File: src/rtl/dmp_pkg.sv
// Shared encodings for the data memory port: access sizes and FSM states.
package dmp_pkg;

  localparam logic [1:0] SIZE_BYTE = 2'b00;
  localparam logic [1:0] SIZE_HALF = 2'b01;
  localparam logic [1:0] SIZE_WORD = 2'b10;

  typedef enum logic [1:0] {
    IDLE  = 2'd0,
    REQ   = 2'd1,
    DONE  = 2'd2,
    FAULT = 2'd3
  } dmpState_t;

endpackage

File: src/rtl/data_mem_port_if.sv
// Memory-side req/ack bus of the data memory port; master is the port, slave is the memory.
interface data_mem_port_if #(
  parameter int ADDR_W = 32
) ();

  logic              MemReq;
  logic              MemWe;
  logic [ADDR_W-1:0] MemAddr;
  logic [3:0]        MemBe;
  logic [31:0]       MemWData;
  logic [31:0]       MemRData;
  logic              MemAck;

  modport master (
    output MemReq, MemWe, MemAddr, MemBe, MemWData,
    input  MemRData, MemAck
  );

  modport slave (
    input  MemReq, MemWe, MemAddr, MemBe, MemWData,
    output MemRData, MemAck
  );

endinterface

File: src/rtl/data_mem_port_lane_align.sv
// Byte-lane steering: byte enables, replicated store data, right-aligned load data
// and the misalignment/illegal-size flag for one access.
module lane_align
  import dmp_pkg::*;
(
  input  logic [1:0]  size,
  input  logic [1:0]  offset,
  input  logic [31:0] wData,
  input  logic [31:0] rData,
  output logic [3:0]  be,
  output logic [31:0] wDataRep,
  output logic [31:0] rDataAligned,
  output logic        misalign
);

  logic [31:0] shifted;

  always_comb begin
    be           = 4'b0000;
    wDataRep     = wData;
    rDataAligned = 32'h0;
    misalign     = 1'b0;
    shifted      = rData >> {offset, 3'b000};
    case (size)
      SIZE_BYTE: begin
        be           = 4'b0001 << offset;
        wDataRep     = {4{wData[7:0]}};
        rDataAligned = {24'h0, shifted[7:0]};
      end
      SIZE_HALF: begin
        be           = 4'b0011 << offset;
        wDataRep     = {2{wData[15:0]}};
        rDataAligned = {16'h0, shifted[15:0]};
        misalign     = offset[0];
      end
      SIZE_WORD: begin
        be           = 4'b1111;
        rDataAligned = shifted;
        misalign     = (offset != 2'b00);
      end
      default: misalign = 1'b1;
    endcase
  end

endmodule

File: src/rtl/data_mem_port.sv
// Load/store port between datapath and data memory with a req/ack handshake.
// Optional `DMP_TIMEOUT_EN aborts an access to FAULT when MemAck never arrives.
module data_mem_port
  import dmp_pkg::*;
#(
  parameter int ADDR_W = 32
`ifdef DMP_TIMEOUT_EN
  , parameter int TIMEOUT = 15
`endif
) (
  input  logic              clk,
  input  logic              rst_n,
  input  logic              Req,
  input  logic              WriteEn,
  input  logic [1:0]        Size,
  input  logic [ADDR_W-1:0] Addr,
  input  logic [31:0]       WriteData,
  output logic              Busy,
  output logic              Valid,
  output logic              Fault,
  output logic [31:0]       MemData,
  data_mem_port_if.master   mem
);

  dmpState_t         state, nextState;
  logic              wrEnQ;
  logic [1:0]        sizeQ;
  logic [ADDR_W-1:0] addrQ;
  logic [31:0]       wDataQ;
  logic [31:0]       memDataQ;

  logic [1:0]        alignSize;
  logic [1:0]        alignOffset;
  logic [3:0]        laneBe;
  logic [31:0]       laneWData;
  logic [31:0]       laneRData;
  logic              laneMisalign;

  logic              memReqNext;
  logic              memWeNext;
  logic [ADDR_W-1:0] memAddrNext;
  logic [3:0]        memBeNext;
  logic [31:0]       memWDataNext;

`ifdef DMP_TIMEOUT_EN
  logic [3:0]        waitCnt;
`endif

  // In IDLE the aligner judges the incoming request; afterwards it serves the captured one.
  assign alignSize   = (state == IDLE) ? Size      : sizeQ;
  assign alignOffset = (state == IDLE) ? Addr[1:0] : addrQ[1:0];

  lane_align uLaneAlign (
    .size         (alignSize),
    .offset       (alignOffset),
    .wData        (wDataQ),
    .rData        (mem.MemRData),
    .be           (laneBe),
    .wDataRep     (laneWData),
    .rDataAligned (laneRData),
    .misalign     (laneMisalign)
  );

  always_ff @(posedge clk) begin
    if (!rst_n) begin
      state    <= IDLE;
      wrEnQ    <= 1'b0;
      sizeQ    <= 2'b00;
      addrQ    <= '0;
      wDataQ   <= 32'h0;
      memDataQ <= 32'h0;
`ifdef DMP_TIMEOUT_EN
      waitCnt  <= 4'd0;
`endif
    end else begin
      state <= nextState;
      if (state == IDLE && Req) begin
        wrEnQ  <= WriteEn;
        sizeQ  <= Size;
        addrQ  <= Addr;
        wDataQ <= WriteData;
      end
      if (state == REQ && mem.MemAck && !wrEnQ) begin
        memDataQ <= laneRData;
      end
`ifdef DMP_TIMEOUT_EN
      waitCnt <= (state == REQ) ? waitCnt + 4'd1 : 4'd0;
`endif
    end
  end

  always_comb begin
    nextState    = state;
    Busy         = (state != IDLE);
    Valid        = 1'b0;
    Fault        = 1'b0;
    memReqNext   = 1'b0;
    memWeNext    = 1'b0;
    memAddrNext  = '0;
    memBeNext    = 4'b0000;
    memWDataNext = 32'h0;
    case (state)
      IDLE: begin
        if (Req) begin
          nextState = laneMisalign ? FAULT : REQ;
        end
      end
      REQ: begin
        memReqNext   = 1'b1;
        memWeNext    = wrEnQ;
        memAddrNext  = {addrQ[ADDR_W-1:2], 2'b00};
        memBeNext    = laneBe;
        memWDataNext = laneWData;
        if (mem.MemAck) begin
          nextState = DONE;
`ifdef DMP_TIMEOUT_EN
        end else if (waitCnt == 4'(TIMEOUT - 1)) begin
          nextState = FAULT;
`endif
        end
      end
      DONE: begin
        Valid     = 1'b1;
        nextState = IDLE;
      end
      FAULT: begin
        Fault     = 1'b1;
        nextState = IDLE;
      end
      default: nextState = IDLE;
    endcase
  end

  assign mem.MemReq   = memReqNext;
  assign mem.MemWe    = memWeNext;
  assign mem.MemAddr  = memAddrNext;
  assign mem.MemBe    = memBeNext;
  assign mem.MemWData = memWDataNext;
  assign MemData      = memDataQ;

endmodule
File: src/flat_wrapper.sv
// flat-port wrapper written by rule: the top's interface ports become plain ports
module data_mem_port_flat import dmp_pkg::*;
#(
  parameter int ADDR_W = 32

)
  (clk, rst_n, Req, WriteEn, Size, Addr, WriteData, Busy, Valid, Fault, MemData, mem_MemReq, mem_MemWe, mem_MemAddr, mem_MemBe, mem_MemWData, mem_MemRData, mem_MemAck);
  data_mem_port_if #(.ADDR_W(ADDR_W)) mem_i ();
  input  logic clk;
  input  logic rst_n;
  input  logic Req;
  input  logic WriteEn;
  input  logic [1:0] Size;
  input  logic [ADDR_W-1:0] Addr;
  input  logic [31:0] WriteData;
  output logic Busy;
  output logic Valid;
  output logic Fault;
  output logic [31:0] MemData;
  output wire logic [$bits(mem_i.MemReq)-1:0] mem_MemReq;
  output wire logic [$bits(mem_i.MemWe)-1:0] mem_MemWe;
  output wire logic [$bits(mem_i.MemAddr)-1:0] mem_MemAddr;
  output wire logic [$bits(mem_i.MemBe)-1:0] mem_MemBe;
  output wire logic [$bits(mem_i.MemWData)-1:0] mem_MemWData;
  input wire logic [$bits(mem_i.MemRData)-1:0] mem_MemRData;
  input wire logic [$bits(mem_i.MemAck)-1:0] mem_MemAck;
  assign mem_MemReq = mem_i.MemReq;
  assign mem_MemWe = mem_i.MemWe;
  assign mem_MemAddr = mem_i.MemAddr;
  assign mem_MemBe = mem_i.MemBe;
  assign mem_MemWData = mem_i.MemWData;
  assign mem_i.MemRData = mem_MemRData;
  assign mem_i.MemAck = mem_MemAck;
  data_mem_port #(.ADDR_W(ADDR_W)) u_core (.clk(clk), .rst_n(rst_n), .Req(Req), .WriteEn(WriteEn), .Size(Size), .Addr(Addr), .WriteData(WriteData), .Busy(Busy), .Valid(Valid), .Fault(Fault), .MemData(MemData), .mem(mem_i));
endmodule
File: config.mk
export PLATFORM = sky130hd
export DESIGN_NAME = data_mem_port_flat
export DESIGN_NICKNAME = d
export VERILOG_FILES = /design/src/rtl/dmp_pkg.sv /design/src/rtl/data_mem_port_if.sv /design/src/rtl/data_mem_port_lane_align.sv /design/src/rtl/data_mem_port.sv /design/src/flat_wrapper.sv
export SDC_FILE = /design/constraint.sdc
export NUM_CORES = 1
export LEC_CHECK = 0
export CAP_MARGIN = 10
export CORE_MARGIN = 8
export CORE_UTILIZATION = 45
export CTS_BUF_LIST = sky130_fd_sc_hd__clkbuf_8
export CTS_CLUSTER_DIAMETER = 80
export CTS_CLUSTER_SIZE = 14
export DETAILED_ROUTE_END_ITERATION = 10
export PLACE_DENSITY = 0.92
export SLEW_MARGIN = 25
export SYNTH_ARGS = -nofsm -noshare
export SYNTH_HDL_FRONTEND = slang
export SYNTH_SLANG_ARGS = --single-unit
File: constraint.sdc
create_clock -name clk -period 3.65 [get_ports clk]
set_clock_uncertainty 0.1 [all_clocks]
set_input_delay 1.095 -clock clk [delete_from_list [all_inputs] [get_ports clk]]
set_output_delay 1.095 -clock clk [all_outputs]
set_load 0.01 [all_outputs]
==> results <==
- The worst reg2reg path depth is 6.
- The wire-length estimate of the detail-placed layout is 13500 um.
- The internal power of the cells totals 1.91 mW.
- The final weighted congestion in routability-driven placement is 0.927.
- For this run, design rule violations remaining after detail routing come to 0.
- The deepest clock path buffer count is 2.
- Clock latency on the worst-skew pair, taken at its later pin, is 0.38 ns.
- The compound-cell area share of the yosys netlist is 24.8%.
- Together, buffers and inverters on the worst path number 3.
- The share of layout cells above drive strength 1 is 12.7%.
- For this run, the slowest stage of the critical path takes 0.41 ns.
- The average footprint of a synthesized cell is 8.21 um^2.
- Of the total synthesized cell area, the portion taken by full adders, half adders and majority gates is 0%.
- Synthesis instantiated 39 different standard cells from the library.
- The final hold violation count is 0.
- The number of inserted diodes is 0.
- On the critical path the largest part of the delay comes from buffers and inverters.
- The sort of element at the start of the critical path is an input port.
- Static timing analysis puts the maximum clock frequency at 280 MHz.
- The area growth from synthesis to layout is 48.7%.
- By startpoint and endpoint, the worst setup path is classified as in2out.
- The cell depth of the worst min-delay path is 2.
- The final worst slack is 0.0744 ns.
- The critical path goes through dlygate4sd2_1, or3b_4, nand2_4, buf_8, mux2i_1, a21oi_1, buf_2.
- The number of warnings reported in the yosys synthesis log is 0.
- The total via count in the routed design is 5330.
- The count of routing violations after the opening detailed-route iteration is 520.
- Across the VDD grid, the largest voltage drop is 281 uV.
- After synthesis the cells add up to 5060 um^2.
- The number of clock buffers inserted by TritonCTS is 9.
- The total overflow reported by the global router is 0.
- The part of the Yosys area used for sequential elements is 39.9%.
- After Yosys synthesis, XOR and XNOR cells account for 0.346% of the synthesized area.
- The run finished with clean final reports.
- The worst hold margin is 0.367 ns.
- The average detailed-routed wire length per instance is 18.4 um.
- The die is 122 um tall.
- After floorplanning, the core was divided into 38 placement rows.
- The arrival time at the worst endpoint is 2.38 ns.
- Sequential cells burn 44.8% of the power.
- Among all stages on the critical path, the largest delay is contributed by sky130_fd_sc_hd__or3b_4.
- Prior to clock tree synthesis, the placed netlist has a worst setup slack of -0.733 ns.
- In the global route stage, overall resource usage came out at 23.1%.
- Max-cap violations in this run came to 0.
- The number of slew-limit violations in the final report is 0.
- The clock-pin transition on the worst setup and hold timing paths is 0.09 ns.
- The H-tree was split into 3 levels.
- The first global-routing pass estimated 27300 um of wire.
- The share of total power dissipated in the clock network is 29.8%.
- The number of fillers in the final layout is 844.
- The setup check on the worst reg-to-reg path leaves a slack of 1.34 ns.
- The overall routed net length is 17800 um.
- The total negative setup slack is 0 ns.
- The setup-violating endpoint count in the final report is 0.
- The number of vias per cell after detailed routing is 5.52.
- After technology mapping, the gate count stands at 617.
- The kind of capture point of the worst setup path is a primary output.
- The design draws 2.71 mW.
- For the pin with the worst max-slew slack, the measured transition is 0.697 ns.
- The switching share of power is 29.5%.
- Once detail routing completed, the nets flagged for antenna violations numbered 0.
- Measured against its own limit, the worst slew margin works out to 52.2%.
- In this run, the combinational gates consume 25.4% of the power.
- Along the worst path, the maximum fanout reaches 8.
- The portion of synthesized area spent on multiplexers is 7.41%.
- In this run, placement finished with an instance count of 947.
- The die footprint is 14900 um^2.
- The power spent charging and discharging nets is 0.800 mW.
- The clock net in this run drives a total of 101 sinks.
- The cell sitting at the root of the clock tree is a sky130_fd_sc_hd__clkbuf_8.
- The routed design could run at a clock period as short as 3.58 ns.
- For the worst setup path, the data required time is 2.45 ns.
- The total I/O pin count is 208.
- The capture endpoint of the worst hold path is u_core.addrQ[24].
- The TritonCTS clock tree is done.
- The count of input and output buffers is 205.
- For this configuration, the core starts out at a cell density of 46.5%.
- Entering global routing, the biggest net connects 68 pins.
- The post-synthesis share of cell area spent on and, or, nand and nor gates is 22.9%.
- Leaving out filler cells and counting taps, the final layout contains 966.
- The placeable core region is 10900 um^2.
- By area, the combinational part of the netlist is dominated by compound AO/OA/AOI/OAI gates.
- The power density over cell area is 360 nW/um^2.
- The number of buffers inserted for hold repair after clock tree synthesis is 0.
- The origin of the worst min-delay path is u_core.addrQ[24].
- The first detailed-routing pass ran for 5 iterations.
- The synthesized design contains 101 register bits.
- The reg-to-reg critical path startpoint is u_core.state[1].
- The number of antenna violations at the first check in global routing is 0.
- The terminus of the critical flop-to-flop path is u_core.MemData[2].
- In this run the horizontal extent of the chip is 122 um.
- Setup repair after global routing left no endpoint under its margin.
- The share of the clock period used by the worst path is 98.0%.
- At the end of the flow, the number of nets in the layout was 924.
- The leakage power of the design is 2.89 nW.
- The number of global-route vias before repair was 5240.
- The class of the most critical hold timing path is reg2reg.
==> worst max-delay path by stage <==
stage | startpoint | to | slack (ns) | cells past startpoint
3_3_place_gp | Size[0] | mem_MemWData[28] | -0.70 | 7
3_5_place_dp | Size[0] | mem_MemWData[26] | -0.73 | 7
5_1_grt | Size[0] | mem_MemWData[28] | 0.002 | 7
2_1_floorplan | Addr[0] | mem_MemBe[1] | 0.16 | 6
4_1_cts | Addr[1] | mem_MemBe[2] | -0.06 | 6
6_report | Size[0] | mem_MemWData[28] | 0.07 | 7
==> cells in the mapped netlist (all sizes together) <==
master / count / area, um^2
a21boi: 69 / 526
a21o: 8 / 60.1
a21oi: 35 / 175
a22o: 16 / 140
a22oi: 16 / 120
a31oi: 3 / 18.8
and2: 43 / 269
and4: 1 / 8.76
and4bb: 1 / 12.5
buf: 17 / 106
clkbuf: 31 / 116
conb: 1 / 3.75
dfxtp: 101 / 2020
inv: 3 / 11.3
mux2: 1 / 15.0
mux2i: 18 / 180
mux4: 8 / 180
nand2: 171 / 644
nand2b: 4 / 25.0
nand3: 16 / 80.1
nand3b: 2 / 15.0
nor2: 5 / 33.8
nor2b: 2 / 12.5
nor3b: 1 / 18.8
o2111ai: 1 / 8.76
o21a: 2 / 15.0
o21ai: 35 / 190
or3b: 2 / 17.5
or4b: 2 / 20.0
xnor2: 2 / 17.5
==> placed cells by master, fill, tap and decap left out, drive strengths merged, types with 3 or more instances in the layout <==
master / instances
o21ai: 35
a21oi: 35
nand3: 16
dfxtp: 101
buf: 56
nand2b: 4
a22o: 16
clkbuf: 11
mux4: 8
inv: 3
nor2: 5
a21o: 8
clkinvlp: 3
dlygate4sd2: 9
a31oi: 3
and2: 43
nand2: 171
clkdlybuf4s50: 172
a21boi: 69
a22oi: 16
mux2i: 18
==> power groups by stage <==
| stage | Clock [mW] | Sequential (mW) | Combinational (mW) |
|---|---|---|---|
| 2_1_floorplan | 0 | 1.22 | 0.364 |
| 3_3_place_gp | 0 | 1.23 | 0.664 |
| 3_5_place_dp | 0 | 1.24 | 0.683 |
| 4_1_cts | 0.831 | 1.21 | 0.682 |
| 5_1_grt | 0.870 | 1.22 | 0.742 |
| 6_report | 0.809 | 1.21 | 0.689 |
==> worst min-delay path, cell delays in order (launching register included) <==
cell and delay [ns]:
sky130_fd_sc_hd__dfxtp_1 0.32, sky130_fd_sc_hd__nand2_1 0.04, sky130_fd_sc_hd__a21boi_0 0.06
==> flip-flops by register name, indices dropped and copies added, names as in the netlist <==
register	count
u_core.wrEnQ	1
u_core.addrQ	32
u_core.state	2
u_core.MemData	32
u_core.wDataQ	32
u_core.sizeQ	2
==> per-layer routing <==
metal / share of wire, % / track usage, % / up-vias
li1: - / - / 2515
met1: 37 / 24.8 / 2493
met2: 48 / 38.9 / 276
met3: 12 / 9.86 / 46
met4: 3.2 / 10.4 / 0
met5: 0 / 0 / -
==> logic make-up (layout without fill, tap and decap cells) <==
family / Yosys count / count (layout)
mux: 27 / 27
flops: 101 / 101
other cells: 1 / 2
xor+xnor: 2 / 2
buf+inv: 51 / 259
compound gates: 185 / 185
simple gates: 250 / 250
==> through the flow <==
stage                     cell area, um^2  utilization, %
after floorplan                      5070               -
after global placement               7340            67.4
after detailed placement             7340            67.4
after CTS                            7500            68.9
after global routing                 7530            69.1
final                                7530            69.1
==> repair_timing <==
action	CTS	global route
setup buffers	2	1
gates cloned	0	0
gates resized for setup	99	12
setup endpoints to repair	55	42
pin swaps	5	1
==> area by class of cell <==
| type | count | area, um^2 | area share (%) |
|---|---|---|---|
| inverters | 3 | 15.0 | 0.199 |
| clock buffers | 10 | 138 | 1.83 |
| well taps | 140 | 175 | 2.33 |
| flip-flops and latches | 101 | 2020 | 26.9 |
| repair buffers | 240 | 2230 | 29.6 |
| clock inverters | 6 | 87.6 | 1.16 |
| multi-input cells | 466 | 2860 | 38.0 |
(Power assumes the default switching activity.)
==> RTL edit (same settings) <==
The option `DMP_TIMEOUT_EN` is turned on by a define.
--- a/src/rtl/data_mem_port.sv
+++ b/src/rtl/data_mem_port.sv
@@ -1,5 +1,7 @@
 // Load/store port between datapath and data memory with a req/ack handshake.
 // Optional `DMP_TIMEOUT_EN aborts an access to FAULT when MemAck never arrives.
+`define DMP_TIMEOUT_EN
+
 module data_mem_port
   import dmp_pkg::*;
 #(
Behaviour: same outputs for any inputs over 10 cycles, from zero or initial values and one cycle with rst_n low; that may be too few to reach the edited logic, so the function may still have changed.
==> RTL edit against the unedited design <==
Combinational power increased by 6.1%; clock power about the same; critical path type unchanged; maximum frequency increased by 2.3%; final area increased by 3.9%; largest power group unchanged; total power increased by 3.3%; core utilization decreased by 2.9 points; area after synthesis increased by 5.7%; routed wire length increased by 1.4%; final cell count increased by 3.5%; critical endpoint is now mem_MemWData[23]; die area increased by 5.0%; sequential cell count increased by 4; first-iteration DRC count decreased by 20%; setup slack improved by 0.080 ns.
==> RTL edit: results (changes against the unedited design) <==
Place:
- The global placer's final weighted congestion is 0.863 (-6.9%).
- The number of port buffers is 205 (unchanged).
- The instance area at placement is 0.00760 mm2 (+3.6%).
- The detailed placement HPWL is 13000 um (-3.2%).

Clock network:
- The number of CTS-inserted buffers is 9 (unchanged).
- The clock latency at the later pin of the worst-skew pair is 0.39 ns.
- Clock tree synthesis selected as its root buffer the cell clkbuf_8.
- The H-tree depth is 3 (unchanged).
- The number of buffers between clock root and the deepest sink is 2 (unchanged).
- The clock slew at the register clock pins of the worst setup and hold paths is 0.09 ns (about the same).

Yosys:
- The count of mapped cells out of synthesis is 652 (+5.7%).
- The number of synthesis warnings is 0 (unchanged).
- The commonest cells after synthesis are nand2_1 (161), dfxtp_1 (105), a21boi_0 (66), mux2i_1 (52), and2_1 (51).
- The register area share after synthesis is 39.3% (-0.66 points).
- The proportion of synthesized flip-flops having asynchronous set or reset came to 0% (unchanged).
- The most used flip-flop cell after synthesis is dfxtp_1.
- The count of cell types in the netlist is 46 (+18%).
- Yosys attributes the largest share of cell area to dfxtp_1 (39%), nand2_1 (11%), mux2i_1 (9.7%), a21boi_0 (9.3%), and2_1 (6.0%).
- The number of enable flip-flop cells after synthesis is 0 (unchanged).

Route:
- The average wire per cell in the routed design came to 18.0 um (-2.1%).
- The number of vias per cell after detailed routing is 5.33 (-3.3%).
- The detailed router's first-iteration violation count is 416 (-20%).
- The number of detailed-routing iterations run before antenna repair is 5 (unchanged).

Critical path:
- The worst reg-to-reg path cell count is 5 (-1).
- Tracing the worst setup path back leads to its startpoint at Size[1].
- The startpoint identified for the worst register-to-register timing path is u_core.state[1]$_SDFFE_PN0P_.
- The critical-path maximum fanout is 12 (+4).
- The reg2reg setup slack is 1.41 ns (+0.07 ns).
- The worst flop-to-flop path endpoint is u_core.MemData[3]$_SDFFE_PN0P_.
- The worst path arrival time is 2.30 ns (-0.08 ns).
- The most critical setup path has its endpoint at mem_MemWData[23].

Global route:
- The pin count of the biggest net entering global routing is 66 (-2.9%).
- The global-route wire length before repair is 28600 um (+5.0%).
- The via count of the first global-routing pass was 5432 (+3.7%).
- The initial antenna violation count was 1 (+1).
- The total global-route track usage is 22.6% (-0.49 points).

Power:
- The highest ir drop seen on vdd was 0.000363 V (+29%).
- The total leakage power is 3.09 nW (+7.0%).

Min path:
- The worst hold path stage count is 2 (unchanged).
- The worst hold-check path type is reg -> reg.

Finish:
- The layout cell share with drive strength beyond 1 is 10.9% (-1.8 points).
- The post-layout net count is 954 (+3.2%).
- The antenna diode count is 0 (unchanged).

Status:
- The run finished with clean final reports.

STA:
- The relative max-transition margin is 57.4% (+5.2 points).
==> RTL edit: cell count changes in the layout (fill, tap and decap cells not counted), sizes merged, moves of 14 or more <==
cell and change:
a22o -16, nor2 +20, nand3 -14, a22oi -16, a21boi +14, mux2i +34
==> RTL edit: worst max-delay path: stages <==
cell	delay (ns)
clkbuf_2	0.12
buf_4	0.16
mux2i_4	0.21
buf_6	0.15
buf_16	0.13
mux2i_2	0.22
nor2_1	0.06
buf_2	0.15
==> RTL edit: cell families after synthesis <==
kind of cell             count (synthesis)  share of synthesized area [%]
flip-flops                             105                           39.3
AND/OR/NAND/NOR                        271                           24.2
AO/OA/AOI/OAI                          163                           20.6
adder cells (fa/ha/maj)                  2                          0.467
other                                    1                         0.0701
multiplexers                            53                           9.93
XOR/XNOR                                 2                          0.327
buffers and inverters                   55                           5.07
==> RTL edit: worst min-delay path by stage <==
stage          slack [ns]                            start                         endpoint
5_1_grt              0.38  u_core.MemData[21]$_SDFFE_PN0P_  u_core.MemData[21]$_SDFFE_PN0P_
2_1_floorplan        0.33     u_core.waitCnt[0]$_SDFF_PN0_     u_core.waitCnt[0]$_SDFF_PN0_
3_5_place_dp         0.34  u_core.MemData[19]$_SDFFE_PN0P_  u_core.MemData[19]$_SDFFE_PN0P_
3_3_place_gp         0.34  u_core.MemData[22]$_SDFFE_PN0P_  u_core.MemData[22]$_SDFFE_PN0P_
6_report             0.35  u_core.MemData[25]$_SDFFE_PN0P_  u_core.MemData[25]$_SDFFE_PN0P_
4_1_cts              0.36  u_core.MemData[19]$_SDFFE_PN0P_  u_core.MemData[19]$_SDFFE_PN0P_
==> RTL edit: repair_timing <==
action	in CTS	in global routing
setup buffers	5	3
setup endpoints to repair	28	23
pin swaps	2	1
resized for setup	82	18
cloned	1	0
hold buffers	0	0
==> RTL edit: layout make-up <==
type	count	area, um2
sequential	105	2100
clock inverter	5	80.1
tap	147	184
timing repair buffer	236	2260
fill	971	3990
multi-input combinational	493	3050
clock buffer	10	138
inverter	4	15.0
==> RTL edit: metrics by stage <==
stage / setup WS (ns) / utilization [%] / instances
final: 0.155 / 66.2 / 1000
after global placement: -0.635 / 64.3 / 976
after global routing: 0.0698 / 66.2 / 1000
after floorplan: 0.319 / - / 653
after detailed placement: -0.681 / 64.3 / 976
after CTS: 0.00118 / 66.5 / 997
==> RTL edit: report_power, final <==
group | internal (mW) | switching (mW)
clock network | 0.400 | 0.407
registers | 1.21 | 0.0538
logic | 0.371 | 0.360
==> RTL edit: routing by layer <==
layer  wire, um  up-vias  GRT usage, %
li1           -     2597             -
met1       6940     2498          24.2
met2       8620      214          38.3
met3       2170       23          11.9
met4        292        2          6.16
met5         13        -             0
